**config.mk**
```make
export PLATFORM = sky130hd
export DESIGN_NAME = thread_issue_ctrl
export DESIGN_NICKNAME = d
export VERILOG_FILES = /design/src/rtl/bcpu_thread_pkg.sv /design/src/rtl/thread_slot.sv /design/src/rtl/thread_issue_ctrl.sv
export SDC_FILE = /design/constraint.sdc
export NUM_CORES = 1
export LEC_CHECK = 0
export BUFFER_PORTS_ARGS = -buffer_cell sky130_fd_sc_hd__buf_2
export CELL_PAD_IN_SITES_DETAIL_PLACEMENT = 1
export CELL_PAD_IN_SITES_GLOBAL_PLACEMENT = 2
export CORE_AREA = 2 2 173 141
export DETAILED_ROUTE_END_ITERATION = 8
export DIE_AREA = 0 0 175 143
export PLACE_DENSITY = 0.83
export RECOVER_POWER = 50
export SLEW_MARGIN = 20
export SYNTH_ARGS = -nofsm -noshare
export SYNTH_HDL_FRONTEND = slang
export SYNTH_SLANG_ARGS = --single-unit
```
**constraint.sdc**
```tcl
create_clock -name clk -period 2.6 [get_ports clk]
set_input_delay 0.13 -clock clk [delete_from_list [all_inputs] [get_ports clk]]
set_output_delay 0.13 -clock clk [all_outputs]
set_load 0.02 [all_outputs]
```
**src/rtl/bcpu_thread_pkg.sv**
```systemverilog
// Shared thread-id and per-thread state types for the barrel CPU issue logic.
package bcpu_thread_pkg;
  localparam int THREAD_W    = 2;
  localparam int NUM_THREADS = 2 ** THREAD_W;

  typedef logic [THREAD_W-1:0] thread_id_t;

  typedef enum logic [1:0] {
    IDLE = 2'd0,
    RUN  = 2'd1,
    WAIT = 2'd2,
    HALT = 2'd3
  } thread_state_e;
endpackage

```
**src/rtl/thread_slot.sv**
```systemverilog
// One hardware thread: run-state register and program counter.
// fire marks a fetch leaving this thread; err flags a start/response it must ignore.
module thread_slot
  import bcpu_thread_pkg::*;
#(
  parameter int              PC_W      = 32,
  parameter logic [PC_W-1:0] RESET_PC  = '0,
  parameter bit              RESET_RUN = 1'b0
) (
  input  logic            clk,
  input  logic            rst,
  input  logic            sel,
  input  logic            start,
  input  logic [PC_W-1:0] start_pc,
  input  logic            rsp,
  input  logic            halt,
  input  logic [PC_W-1:0] rsp_next_pc,
  output thread_state_e   state,
  output logic [PC_W-1:0] pc,
  output logic            fire,
  output logic            err
);

  thread_state_e   state_nxt;
  logic [PC_W-1:0] pc_nxt;

  always_ff @(posedge clk) begin
    if (rst) begin
      state <= RESET_RUN ? RUN : IDLE;
      pc    <= RESET_RUN ? RESET_PC : '0;
    end else begin
      state <= state_nxt;
      pc    <= pc_nxt;
    end
  end

  always_comb begin
    state_nxt = state;
    pc_nxt    = pc;
    fire      = 1'b0;
    err       = 1'b0;
    unique case (state)
      IDLE, HALT: begin
        err = rsp;
        if (start) begin
          state_nxt = RUN;
          pc_nxt    = start_pc;
        end
      end
      RUN: begin
        err = start | rsp;
        if (sel) begin
          state_nxt = WAIT;
          fire      = 1'b1;
        end
      end
      WAIT: begin
        // A response landing on this thread's slot only re-arms it; the fetch waits a full rotation.
        err = start;
        if (rsp) begin
          state_nxt = halt ? HALT : RUN;
          pc_nxt    = rsp_next_pc;
        end
      end
      default: ;
    endcase
  end

endmodule

```
**src/rtl/thread_issue_ctrl.sv**
```systemverilog
// Barrel-CPU fetch issue: picks the timer's thread when it is runnable and
// registers the fetch request; keeps one instruction in flight per thread.
module thread_issue_ctrl
  import bcpu_thread_pkg::*;
#(
  parameter int              PC_W     = 32,
  parameter logic [PC_W-1:0] RESET_PC = 32'h0000_0000
) (
  input  logic                   clk,
  input  logic                   rst,
  input  thread_id_t             thread_timer_data,
  input  logic                   start_valid,
  input  thread_id_t             start_thread,
  input  logic [PC_W-1:0]        start_pc,
  input  logic                   rsp_valid,
  input  thread_id_t             rsp_thread,
  input  logic [PC_W-1:0]        rsp_next_pc,
  input  logic                   rsp_halt,
  output logic                   issue_valid,
  output thread_id_t             issue_thread,
  output logic [PC_W-1:0]        issue_pc,
  output logic [NUM_THREADS-1:0] thread_active,
  output logic                   proto_err
);

  thread_state_e          st   [NUM_THREADS];
  logic [PC_W-1:0]        pcs  [NUM_THREADS];
  logic [NUM_THREADS-1:0] fire;
  logic [NUM_THREADS-1:0] err;

  for (genvar i = 0; i < NUM_THREADS; i++) begin : g_slot
    thread_slot #(
      .PC_W      (PC_W),
      .RESET_PC  (RESET_PC),
      .RESET_RUN (i == 0)
    ) u_slot (
      .clk         (clk),
      .rst         (rst),
      .sel         (thread_timer_data == thread_id_t'(i)),
      .start       (start_valid && (start_thread == thread_id_t'(i))),
      .start_pc    (start_pc),
      .rsp         (rsp_valid && (rsp_thread == thread_id_t'(i))),
      .halt        (rsp_halt),
      .rsp_next_pc (rsp_next_pc),
      .state       (st[i]),
      .pc          (pcs[i]),
      .fire        (fire[i]),
      .err         (err[i])
    );

    assign thread_active[i] = (st[i] == RUN) || (st[i] == WAIT);
  end

  // Issue register: thread/pc hold their last values on idle slots.
  always_ff @(posedge clk) begin
    if (rst) begin
      issue_valid  <= 1'b0;
      issue_thread <= '0;
      issue_pc     <= '0;
      proto_err    <= 1'b0;
    end else begin
      issue_valid <= |fire;
      if (|fire) begin
        issue_thread <= thread_timer_data;
        issue_pc     <= pcs[thread_timer_data];
      end
      proto_err <= proto_err | (|err);
    end
  end

endmodule

```
==> results.md <==
- Crit-path leading delay family: adder cells
- Gate Count Post-Synth: 864
- CP peak stage delay: 550 ps
- Cts repair resizes: 0
- Drt total wl: 25100 um
- P_sw: 2.78 mW
- Worst rel slew slack: 45.1%
- Hold buffers post-CTS: 0
- Crit. End Element: register
- Vias in the first global route: 7099
- Sequential share of the synthesized area: 40.4%
- Hold Path Class: input pin to register
- CTS tree: yes
- Post-route ant nets: 0
- First-pass GRT wire length: 40400 um
- Hold path depth: 3
- Worst path slowest cell: ha_1
- Area of the multi-input gates: 4670 um^2
- Cell Int Power: 5.34 mW
- Switch share: 34.3%
- Net Count, Synth: 951
- Post-layout minimum cycle time: 2210 ps
- DRC marker count from the first detailed-route iteration: 418
- Crit-path cells: inv_1 -> ha_1 -> nand4b_1 -> a22oi_1 -> buf_12 -> nor2_1 -> a211oi_1
- Slew @ Worst Pin: 824 ps
- Fmax: 453 MHz
- Synth warn: 0
- CP Launch Type: register
- Post-detail-place hpwl: 16200 um
- Asr flop ratio synth: 0%
- Clock Skew: 14.8 ps
- Register bit count reported by yosys: 172
- Pin count of the biggest net entering global routing: 75
- GPL Wtd Cong: 0.721
- Worst R2R Path Depth: 7
- Setup TNS: 0 ps
- Total CTS buffers: 17
- Most frequent cells after synthesis: 172 x dfxtp_1, 149 x nor2_1, 134 x mux2i_1
- Worst R2R Setup Slack: 390 ps
- Leakage: 3.24 nW
- Nets@finish: 1034
- RR Endpoint: g_slot[2].u_slot.pc[17]$_SDFFE_PP0P_
- RSZ-0062 raised after global routing: no
- N_diodes: 0
- Top cells by area, synth: dfxtp_1 40%, mux2i_1 16%, a211oi_1 9.1%
- Count leader, synth: dfxtp_1
- Remaining Overflow, GRT: 0
- Library cells used by synthesis: 35
- Fillers: 2650
- VDD IR max: 0.450 mV
- Post-CTS Setup Bufs: 0
- Die W: 175 um
- Max-slew violations: 0
- Clk pwr share: 31.5%
- Clock buffer depth: 2
- Combinational share of power: 28.9%
- Post-synth EDFFs: 0
- Critical path type: register to register
- Initial antenna violation count: 0
- Worst-path fanout max: 64
- Starting Density: 36.7%
- Reg power frac: 39.6%
- Leading area contributor after synthesis: dfxtp_1
- Via count: 6862
- Proportion of layout cells with a drive suffix above 1: 20.4%
- GRT Util Overall: 20.7%
- Final worst path period share: 85.0%
- Die Area: 25000 um^2
- CP Data Arrival Time: 2540 ps
- Area delta synth->final: 16.2%
- Die Ht: 143 um
- Reg clk slew, reported paths: 70 ps
- Pwr Density: 820 nW/um^2
- Worst hold start: start_pc[27]
- Area of the mapped netlist: 8520 um^2
- Ports: 115
- Final Hold Fails: 0
- Main synth FF type: dfxtp_1
- Reg-to-Reg Start: g_slot[2].u_slot.state[0]$_SDFFE_PP0P_
- I/O Buffers: 114
- # DRC: 0
- Worst EP required: 2930 ps
- Worst hold margin: 62.9 ps
- Core Region: 23200 um^2
- Clk_lat worst skew: 430 ps
- Vias per cell: 5.40
- Hold Crit Endpoint: g_slot[2].u_slot.pc[27]$_SDFFE_PP0P_
- Status: finished, final reports clean
- Syn avg cell area: 9.86 um^2
- Max Cap Viol: 0
- Rows: 50
- Buf/Inv on CP: 2
- Final setup violation count: 0
- DR pass1 iterations: 4
- H-tree depth: 4
- Root buffer cell: clkbuf_16
- Avg WL per Cell: 19.8 um
- TritonCTS Sinks: 172
- Register area: 3440 um^2
- Post-synth top area share: 40.4%
==> cell usage in the layout (no fill, tap or decap), types with 2 or more instances in the layout <==
cell type,synthesis,routed
nand3b_1,4,4
ha_1,12,11
nand3_1,2,2
a21oi_1,37,37
a22oi_1,2,5
mux4_2,32,32
a211oi_2,28,28
dfxtp_1,172,172
inv_1,16,16
clkinv_4,0,3
nand2b_1,6,6
nor3_1,4,4
nand2_1,65,65
clkbuf_1,42,38
bufinv_16,0,2
buf_4,4,16
mux2i_1,134,133
a222oi_1,3,3
inv_6,0,4
clkinv_2,0,4
a211oi_1,103,103
mux2_2,3,2
buf_2,17,77
clkbuf_16,0,17
nor2_1,149,149
buf_12,0,5
nand4b_1,2,2
o21ai_0,4,4
==> per-layer routing <==
metal  vias to the layer above  routed length (um)  global-route usage, %
met2                       134               11700                   34.1
met3                        17                 834                   3.41
li1                       3316                   -                      -
met1                      3395               12400                   28.7
met4                         0                 214                   4.30
met5                         -                   0                      0
==> cell families (layout without fill, tap and decap cells) <==
logic type      count (synthesis)  after routing  share of synthesized area, %
compound gates                185            185                          17.3
fa+ha+maj                      12             12                          1.76
buf+inv                        89            184                          4.70
flops                         172            172                          40.4
mux                           169            169                          24.6
simple gates                  237            237                          11.3
==> metrics by stage <==
stage                     total power, mW  worst slack [ps]  cell area [um^2]  std cells  util (%)
after global routing                 8.59               227              9900       1271      42.7
final                                8.12               391              9900       1271      42.7
after CTS                            8.23               519              9980       1271      43.0
after global placement               5.60               587              9410       1240      40.5
after floorplan                      4.92               759              8520        864         -
after detailed placement             5.66               553              9410       1240      40.5
==> worst register-to-register path, stage by stage, from the launching register on <==
cell and delay [ps]:
dfxtp_1 340, inv_1 70, ha_1 550, nand4b_1 170
a22oi_1 270, buf_12 320, nor2_1 130, a211oi_1 260
==> area by class of cell <==
type / count / area share [%]
Inverter: 16 / 0.607
Sequential cell: 172 / 34.8
Clock buffer: 18 / 4.34
Multi-Input combinational cell: 603 / 47.2
Timing Repair Buffer: 137 / 7.71
Tap cell: 312 / 3.94
Clock inverter: 13 / 1.43
==> state kept, by name (all words and copies together) (netlist names) <==
| name | count |
|---|---|
| g_slot.u_slot.state | 8 |
| proto_err | 1 |
| g_slot.u_slot.pc | 128 |
| issue_pc | 32 |
| issue_thread | 2 |
| issue_valid | 1 |
==> worst max-delay path by stage <==
| stage | startpoint | endpoint | cells past startpoint |
|---|---|---|---|
| 2_1_floorplan | g_slot[3].u_slot.state[0]$_SDFFE_PP0P_ | g_slot[3].u_slot.pc[13]$_SDFFE_PP0P_ | 7 |
| 3_5_place_dp | g_slot[2].u_slot.state[0]$_SDFFE_PP0P_ | issue_pc[31]$_SDFFE_PP0P_ | 5 |
| 5_1_grt | g_slot[3].u_slot.state[0]$_SDFFE_PP0P_ | g_slot[3].u_slot.pc[21]$_SDFFE_PP0P_ | 7 |
| 3_3_place_gp | thread_timer_data[0] | g_slot[3].u_slot.state[1]$_SDFFE_PP0P_ | 6 |
| 4_1_cts | g_slot[1].u_slot.state[0]$_SDFFE_PP0P_ | proto_err$_SDFF_PP0_ | 7 |
| 6_report | g_slot[2].u_slot.state[0]$_SDFFE_PP0P_ | g_slot[2].u_slot.pc[17]$_SDFFE_PP0P_ | 7 |
==> power by group through the flow <==
stage	combinational (mW)	clock, mW	sequential, mW
3_3_place_gp	2.34	0	3.26
2_1_floorplan	1.65	0	3.27
3_5_place_dp	2.39	0	3.27
4_1_cts	2.41	2.61	3.22
6_report	2.34	2.55	3.22
5_1_grt	2.59	2.73	3.26
(Power assumes the default switching activity.)
